### config.mk
export PLATFORM = sky130hd
export DESIGN_NAME = pong_game_ctrl_flat
export DESIGN_NICKNAME = d
export VERILOG_FILES = /design/src/rtl/pong_game_ctrl_if.sv /design/src/rtl/pong_game_ctrl.sv /design/src/flat_wrapper.sv
export SDC_FILE = /design/constraint.sdc
export NUM_CORES = 1
export LEC_CHECK = 0
export ABC_CLOCK_PERIOD_IN_PS = 2940
export BUFFER_PORTS_ARGS = -buffer_cell sky130_fd_sc_hd__clkbuf_2
export CAP_MARGIN = 5
export CORE_MARGIN = 8
export CORE_UTILIZATION = 55
export CTS_CLUSTER_SIZE = 16
export DETAILED_ROUTE_END_ITERATION = 8
export PLACE_DENSITY = 0.78
export SLEW_MARGIN = 20
export SYNTH_ARGS = -nofsm -noshare
export SYNTH_HDL_FRONTEND = slang
export SYNTH_SLANG_ARGS = --single-unit
### constraint.sdc
create_clock -name clock -period 2.94 [get_ports clock]
set_input_delay 0.441 -clock clock [delete_from_list [all_inputs] [get_ports clock]]
set_output_delay 0.441 -clock clock [all_outputs]
set_load 0.02 [all_outputs]
### src/rtl/pong_game_ctrl_if.sv
// Pong game-flow sequencer bus.
// Groups the event inputs (switch, frame_tick, hit, miss) and the status outputs
// (obj_reset, move_en, state, score digits, lives, game_over).
// The master modport drives the events and observes the status; the slave modport is the
// sequencer side.
interface pong_game_ctrl_if;
  logic       switch;
  logic       frame_tick;
  logic       hit;
  logic       miss;
  logic       obj_reset;
  logic       move_en;
  logic [2:0] state;
  logic [3:0] score_tens;
  logic [3:0] score_ones;
  logic [1:0] lives;
  logic       game_over;

  modport master (
    output switch, frame_tick, hit, miss,
    input  obj_reset, move_en, state, score_tens, score_ones, lives, game_over
  );

  modport slave (
    input  switch, frame_tick, hit, miss,
    output obj_reset, move_en, state, score_tens, score_ones, lives, game_over
  );
endinterface

### src/rtl/pong_game_ctrl.sv
// Pong game-flow sequencer: menu, serve countdown, play, point freeze, game over.
// Ports:
//   clock  - pixel-domain clock
//   reset  - synchronous, active-low reset
//   bus    - pong_game_ctrl_if.slave
//            in : switch (async level, 1 = game), frame_tick, hit, miss (1-cycle pulses)
//            out: obj_reset (1-cycle pulse), move_en, state[2:0], score_tens/ones (BCD),
//                 lives[1:0], game_over
module pong_game_ctrl #(
  parameter int unsigned LIVES        = 3,
  parameter int unsigned SERVE_FRAMES = 60,
  parameter int unsigned POINT_FRAMES = 90
) (
  input logic            clock,
  input logic            reset,
  pong_game_ctrl_if.slave bus
);

  typedef enum logic [2:0] {
    StMenu     = 3'd0,
    StServe    = 3'd1,
    StPlay     = 3'd2,
    StPoint    = 3'd3,
    StGameOver = 3'd4
  } state_e;

  localparam logic [7:0] ServeLast = 8'(SERVE_FRAMES - 1);
  localparam logic [7:0] PointLast = 8'(POINT_FRAMES - 1);
  localparam logic [1:0] LivesInit = 2'(LIVES);

  logic       sw_meta_q, sw_s_q;
  state_e     state_q, state_d;
  logic [7:0] cnt_q, cnt_d;
  logic [3:0] tens_q, tens_d;
  logic [3:0] ones_q, ones_d;
  logic [1:0] lives_q, lives_d;
  logic       obj_reset_q, obj_reset_d;
  // Set while in reset so the first cycle after release emits an obj_reset pulse.
  logic       init_q;

  always_ff @(posedge clock) begin
    if (!reset) begin
      sw_meta_q   <= 1'b0;
      sw_s_q      <= 1'b0;
      state_q     <= StMenu;
      cnt_q       <= '0;
      tens_q      <= '0;
      ones_q      <= '0;
      lives_q     <= LivesInit;
      obj_reset_q <= 1'b0;
      init_q      <= 1'b1;
    end else begin
      sw_meta_q   <= bus.switch;
      sw_s_q      <= sw_meta_q;
      state_q     <= state_d;
      cnt_q       <= cnt_d;
      tens_q      <= tens_d;
      ones_q      <= ones_d;
      lives_q     <= lives_d;
      obj_reset_q <= obj_reset_d;
      init_q      <= 1'b0;
    end
  end

  always_comb begin
    state_d = state_q;
    cnt_d   = cnt_q;
    tens_d  = tens_q;
    ones_d  = ones_q;
    lives_d = lives_q;

    if (!sw_s_q) begin
      // Abort: score and lives are kept for display in the menu.
      state_d = StMenu;
    end else begin
      case (state_q)
        StMenu: begin
          state_d = StServe;
          tens_d  = '0;
          ones_d  = '0;
          lives_d = LivesInit;
        end
        StServe: begin
          if (bus.frame_tick) begin
            if (cnt_q == ServeLast) state_d = StPlay;
            else                    cnt_d   = cnt_q + 8'd1;
          end
        end
        StPlay: begin
          if (bus.miss) begin
            if (lives_q <= 2'd1) begin
              lives_d = '0;
              state_d = StGameOver;
            end else begin
              lives_d = lives_q - 2'd1;
              state_d = StPoint;
            end
          end else if (bus.hit) begin
            // BCD increment, saturating at 99.
            if (ones_q == 4'd9) begin
              if (tens_q != 4'd9) begin
                ones_d = '0;
                tens_d = tens_q + 4'd1;
              end
            end else begin
              ones_d = ones_q + 4'd1;
            end
          end
        end
        StPoint: begin
          if (bus.frame_tick) begin
            if (cnt_q == PointLast) state_d = StServe;
            else                    cnt_d   = cnt_q + 8'd1;
          end
        end
        StGameOver: ;
        default: state_d = StMenu;
      endcase
    end

    if (state_d != state_q) cnt_d = '0;

    obj_reset_d = init_q | ((state_d == StServe) && (state_q != StServe));
  end

  assign bus.obj_reset  = obj_reset_q;
  assign bus.move_en    = (state_q == StPlay);
  assign bus.game_over  = (state_q == StGameOver);
  assign bus.state      = state_q;
  assign bus.score_tens = tens_q;
  assign bus.score_ones = ones_q;
  assign bus.lives      = lives_q;

endmodule
### src/flat_wrapper.sv
// flat-port wrapper written by rule: the top's interface ports become plain ports
module pong_game_ctrl_flat 
#(
  parameter int unsigned LIVES        = 3,
  parameter int unsigned SERVE_FRAMES = 60,
  parameter int unsigned POINT_FRAMES = 90
)
  (clock, reset, bus_switch, bus_frame_tick, bus_hit, bus_miss, bus_obj_reset, bus_move_en, bus_state, bus_score_tens, bus_score_ones, bus_lives, bus_game_over);
  pong_game_ctrl_if bus_i ();
  input logic clock;
  input logic reset;
  input wire logic [$bits(bus_i.switch)-1:0] bus_switch;
  input wire logic [$bits(bus_i.frame_tick)-1:0] bus_frame_tick;
  input wire logic [$bits(bus_i.hit)-1:0] bus_hit;
  input wire logic [$bits(bus_i.miss)-1:0] bus_miss;
  output wire logic [$bits(bus_i.obj_reset)-1:0] bus_obj_reset;
  output wire logic [$bits(bus_i.move_en)-1:0] bus_move_en;
  output wire logic [$bits(bus_i.state)-1:0] bus_state;
  output wire logic [$bits(bus_i.score_tens)-1:0] bus_score_tens;
  output wire logic [$bits(bus_i.score_ones)-1:0] bus_score_ones;
  output wire logic [$bits(bus_i.lives)-1:0] bus_lives;
  output wire logic [$bits(bus_i.game_over)-1:0] bus_game_over;
  assign bus_i.switch = bus_switch;
  assign bus_i.frame_tick = bus_frame_tick;
  assign bus_i.hit = bus_hit;
  assign bus_i.miss = bus_miss;
  assign bus_obj_reset = bus_i.obj_reset;
  assign bus_move_en = bus_i.move_en;
  assign bus_state = bus_i.state;
  assign bus_score_tens = bus_i.score_tens;
  assign bus_score_ones = bus_i.score_ones;
  assign bus_lives = bus_i.lives;
  assign bus_game_over = bus_i.game_over;
  pong_game_ctrl #(.LIVES(LIVES), .SERVE_FRAMES(SERVE_FRAMES), .POINT_FRAMES(POINT_FRAMES)) u_core (.clock(clock), .reset(reset), .bus(bus_i));
endmodule
==> reports/summary.txt <==
F_max: 461 MHz
Flop pwr share: 64.3%
Worst Hold Class: in -> reg
Post-synth cell types: 47
Sw frac: 24.8%
Layout area overhead: 8.70%
CTS tree: built
Post-synthesis mux area share: 0.696%
Final cell count without fillers: 205
RSZ-0062 raised after global routing: false
Post-synthesis compound-gate area fraction: 20.8%
Lkg Pwr: 0.565 nW
Hold path start: bus_switch
Post_cts resized: 0
Largest net degree at the start of global routing: 16
Crit share post-route: 73.8%
Cells after Synth: 157
Initial DRC count: 79
# diodes: 0
Die area: 4510 um2
Ys Warns: 0
FF+latch count, synth: 25
CTS sink count: 25
DRC violation count after routing: 0
P_int: 0.410 mW
Post-DP HPWL: 2.33 mm
Max cap viols: 0
Cts bufs inserted: 3
Crit-path max FO: 15
Worst-case vdd ir drop: 0.278 mV
Starting Density: 58.1%
Antenna-violating nets left: 0
Clock Skews: 8.22 ps
Final net count: 188
Reg2reg start: u_core.bus.state[1]
CTS max path bufs: 2
Tmin final: 2170 ps
Rows: 18
Total global-route track usage: 14.0%
Overall Power: 0.544 mW
Setup_tns: 0 ps
Clk slew on worst S/H paths: 140 ps
# IOs: 22
Pwr dens: 348 nW/um2
Switch Pwr: 0.135 mW
Reg2Reg Capture Point: u_core.bus.score_ones[2]
Most common cell after layout, fill and taps aside: dfxtp_1
Avg Cell Area, Syn: 9.16 um2
Main combinational cell family by area after synthesis: simple AND/OR/NAND/NOR gates
Total grt overflow: 0
Final hold vios: 0
Worst-case reg-to-reg path depth: 4
Die Y: 67.2 um
Hold path cells: 2
GPL Wtd Cong: 0.890
H-tree levels: 1
Wire per inst: 15.0 um
Synth Cell Area: 1440 um2
Crit. End Element: output pin
Dpl cells: 201
Most frequent cells in the layout: 25 x dfxtp_1, 21 x clkbuf_2, 10 x inv_1, 9 x a21oi_1, 8 x o21ai_0
Antenna violations before repair: 0
Simple-gate share of the synthesized area: 29.7%
Worst-Margin Slew: 805 ps
Clk Latency, worst-skew pair: 320 ps
Top FF cell, synth: dfxtp_1
Startpoint class of the critical path: flip-flop
Port bufs: 21
Sequential cell area fraction in the yosys report: 34.8%
Worst Hold End: u_core.sw_meta_q
Outcome: complete, no violations
CORE AREA: 2480 um2
Share of layout cells above drive strength 1: 18.9%
Post-DR vias/cell: 6.24
Reg2Reg Setup Slack: 880 ps
Final setup vio count: 0
First-pass DRT Iterations: 4
Logic pwr share: 7.4%
Die X: 67.2 um
Post-synth EDFFs: 0
Async S/R FF share, synth: 0%
Vias in the first global route: 1178
Post-Route WL: 3.08 mm
Count of final max-slew check failures: 0
CTS Root Cell: clkbuf_4
Post-synthesis xor/xnor area fraction: 3.04%
WP data arrival: 1730 ps
CTS Hold Bufs: 0
Syn_nets: 169
Clock network power share: 28.3%
Post-CTS Setup Repair Bufs: 0
Adder-Cell Fraction of Synth Area: 5.22%
Kind of critical path: reg -> out
Vias post-DR: 1280
Required time worst endpoint: 2500 ps
Max transition margin: 46.1%
First-pass GRT wire length: 5.04 mm
## power by group through the flow
| stage | combinational (mW) | sequential (mW) | clock, mW |
|---|---|---|---|
| final | 0.0403 | 0.350 | 0.154 |
| after global routing | 0.0453 | 0.351 | 0.173 |
| after CTS | 0.0406 | 0.350 | 0.158 |
| after detailed placement | 0.0406 | 0.357 | 0 |
| after global placement | 0.0396 | 0.357 | 0 |
| after floorplan | 0.0230 | 0.360 | 0 |
## metrics by stage
| stage | utilization [%] | hold WS, ps | setup slack (ps) | area (um2) |
|---|---|---|---|---|
| finish | 63.1 | 315 | 770 | 1560 |
| global route | 63.1 | 315 | 673 | 1560 |
| CTS | 63.1 | 306 | 768 | 1560 |
| detailed placement | 62.0 | 423 | 936 | 1540 |
| global placement | 62.0 | 418 | 964 | 1540 |
| floorplan | - | 412 | 892 | 1440 |
## Yosys cell counts (all sizes together), types with 2 or more instances
cell | number | area (um2)
ha | 6 | 75.1
clkbuf | 2 | 7.51
buf | 5 | 37.5
a2111oi | 3 | 57.6
a311oi | 2 | 17.5
a211oi | 4 | 30.0
nor4 | 6 | 52.6
nand2b | 3 | 26.3
or3 | 6 | 37.5
nand3b | 2 | 15.0
a31oi | 2 | 12.5
o21ai | 9 | 45.0
nand3 | 6 | 30.0
a41oi | 3 | 33.8
and2 | 5 | 31.3
o31ai | 3 | 22.5
inv | 10 | 37.5
nor3 | 5 | 25.0
or4 | 5 | 41.3
xor2 | 5 | 43.8
and4 | 4 | 35.0
nor2 | 3 | 11.3
nand4 | 4 | 25.0
a21oi | 9 | 45.0
nand2 | 7 | 28.8
dfxtp | 25 | 500
## flip-flops by register name, indices dropped and copies added (netlist names)
signal	flops
u_core.bus.state	3
u_core.bus.score_ones	4
u_core.init_q	1
u_core.sw_meta_q	1
u_core.bus.obj_reset	1
u_core.bus.score_tens	4
u_core.bus.lives	2
u_core.cnt_q	8
u_core.sw_s_q	1
## logic make-up (layout without fill, tap and decap cells)
| group | after synthesis | count (layout) |
|---|---|---|
| AO/OA/AOI/OAI | 39 | 39 |
| XOR/XNOR | 5 | 5 |
| adder cells (fa/ha/maj) | 6 | 6 |
| buffers and inverters | 17 | 35 |
| flip-flops | 25 | 25 |
| multiplexers | 1 | 1 |
| AND/OR/NAND/NOR | 64 | 64 |
## metal layers
metal  global-route usage, %  vias up  routed length (um)
li1                        -      641                   -
met1                    16.4      596                1380
met2                    24.4       41                1490
met3                    2.32        2                 190
met4                    6.79        0                  15
met5                       0        -                   0
## worst max-delay path, cell delays in order (launching register included)
cell      delay [ps]
dfxtp_1          640
or3b_1           520
inv_1             80
clkbuf_2         160
## how the worst max path moves through the flow
stage | start | endpoint | slack (ps)
after floorplan | u_core.bus.state[2] | u_core.cnt_q[0] | 890
after global placement | u_core.bus.state[1] | u_core.bus.score_ones[2] | 960
after detailed placement | u_core.bus.state[1] | u_core.bus.score_ones[2] | 940
after CTS | u_core.bus.state[1] | bus_move_en | 770
after global routing | u_core.bus.state[1] | bus_move_en | 670
final | u_core.bus.state[1] | bus_move_en | 770
## cell type report
class / instances / area [um2]
clock inverter: 1 / 5.00
timing repair buffer: 21 / 105
inverter: 10 / 37.5
multi-input combinational: 115 / 856
fill: 227 / 913
clock buffer: 3 / 22.5
sequential: 25 / 500
tap: 30 / 37.5
Note: power is estimated with default switching activity, not from simulation.
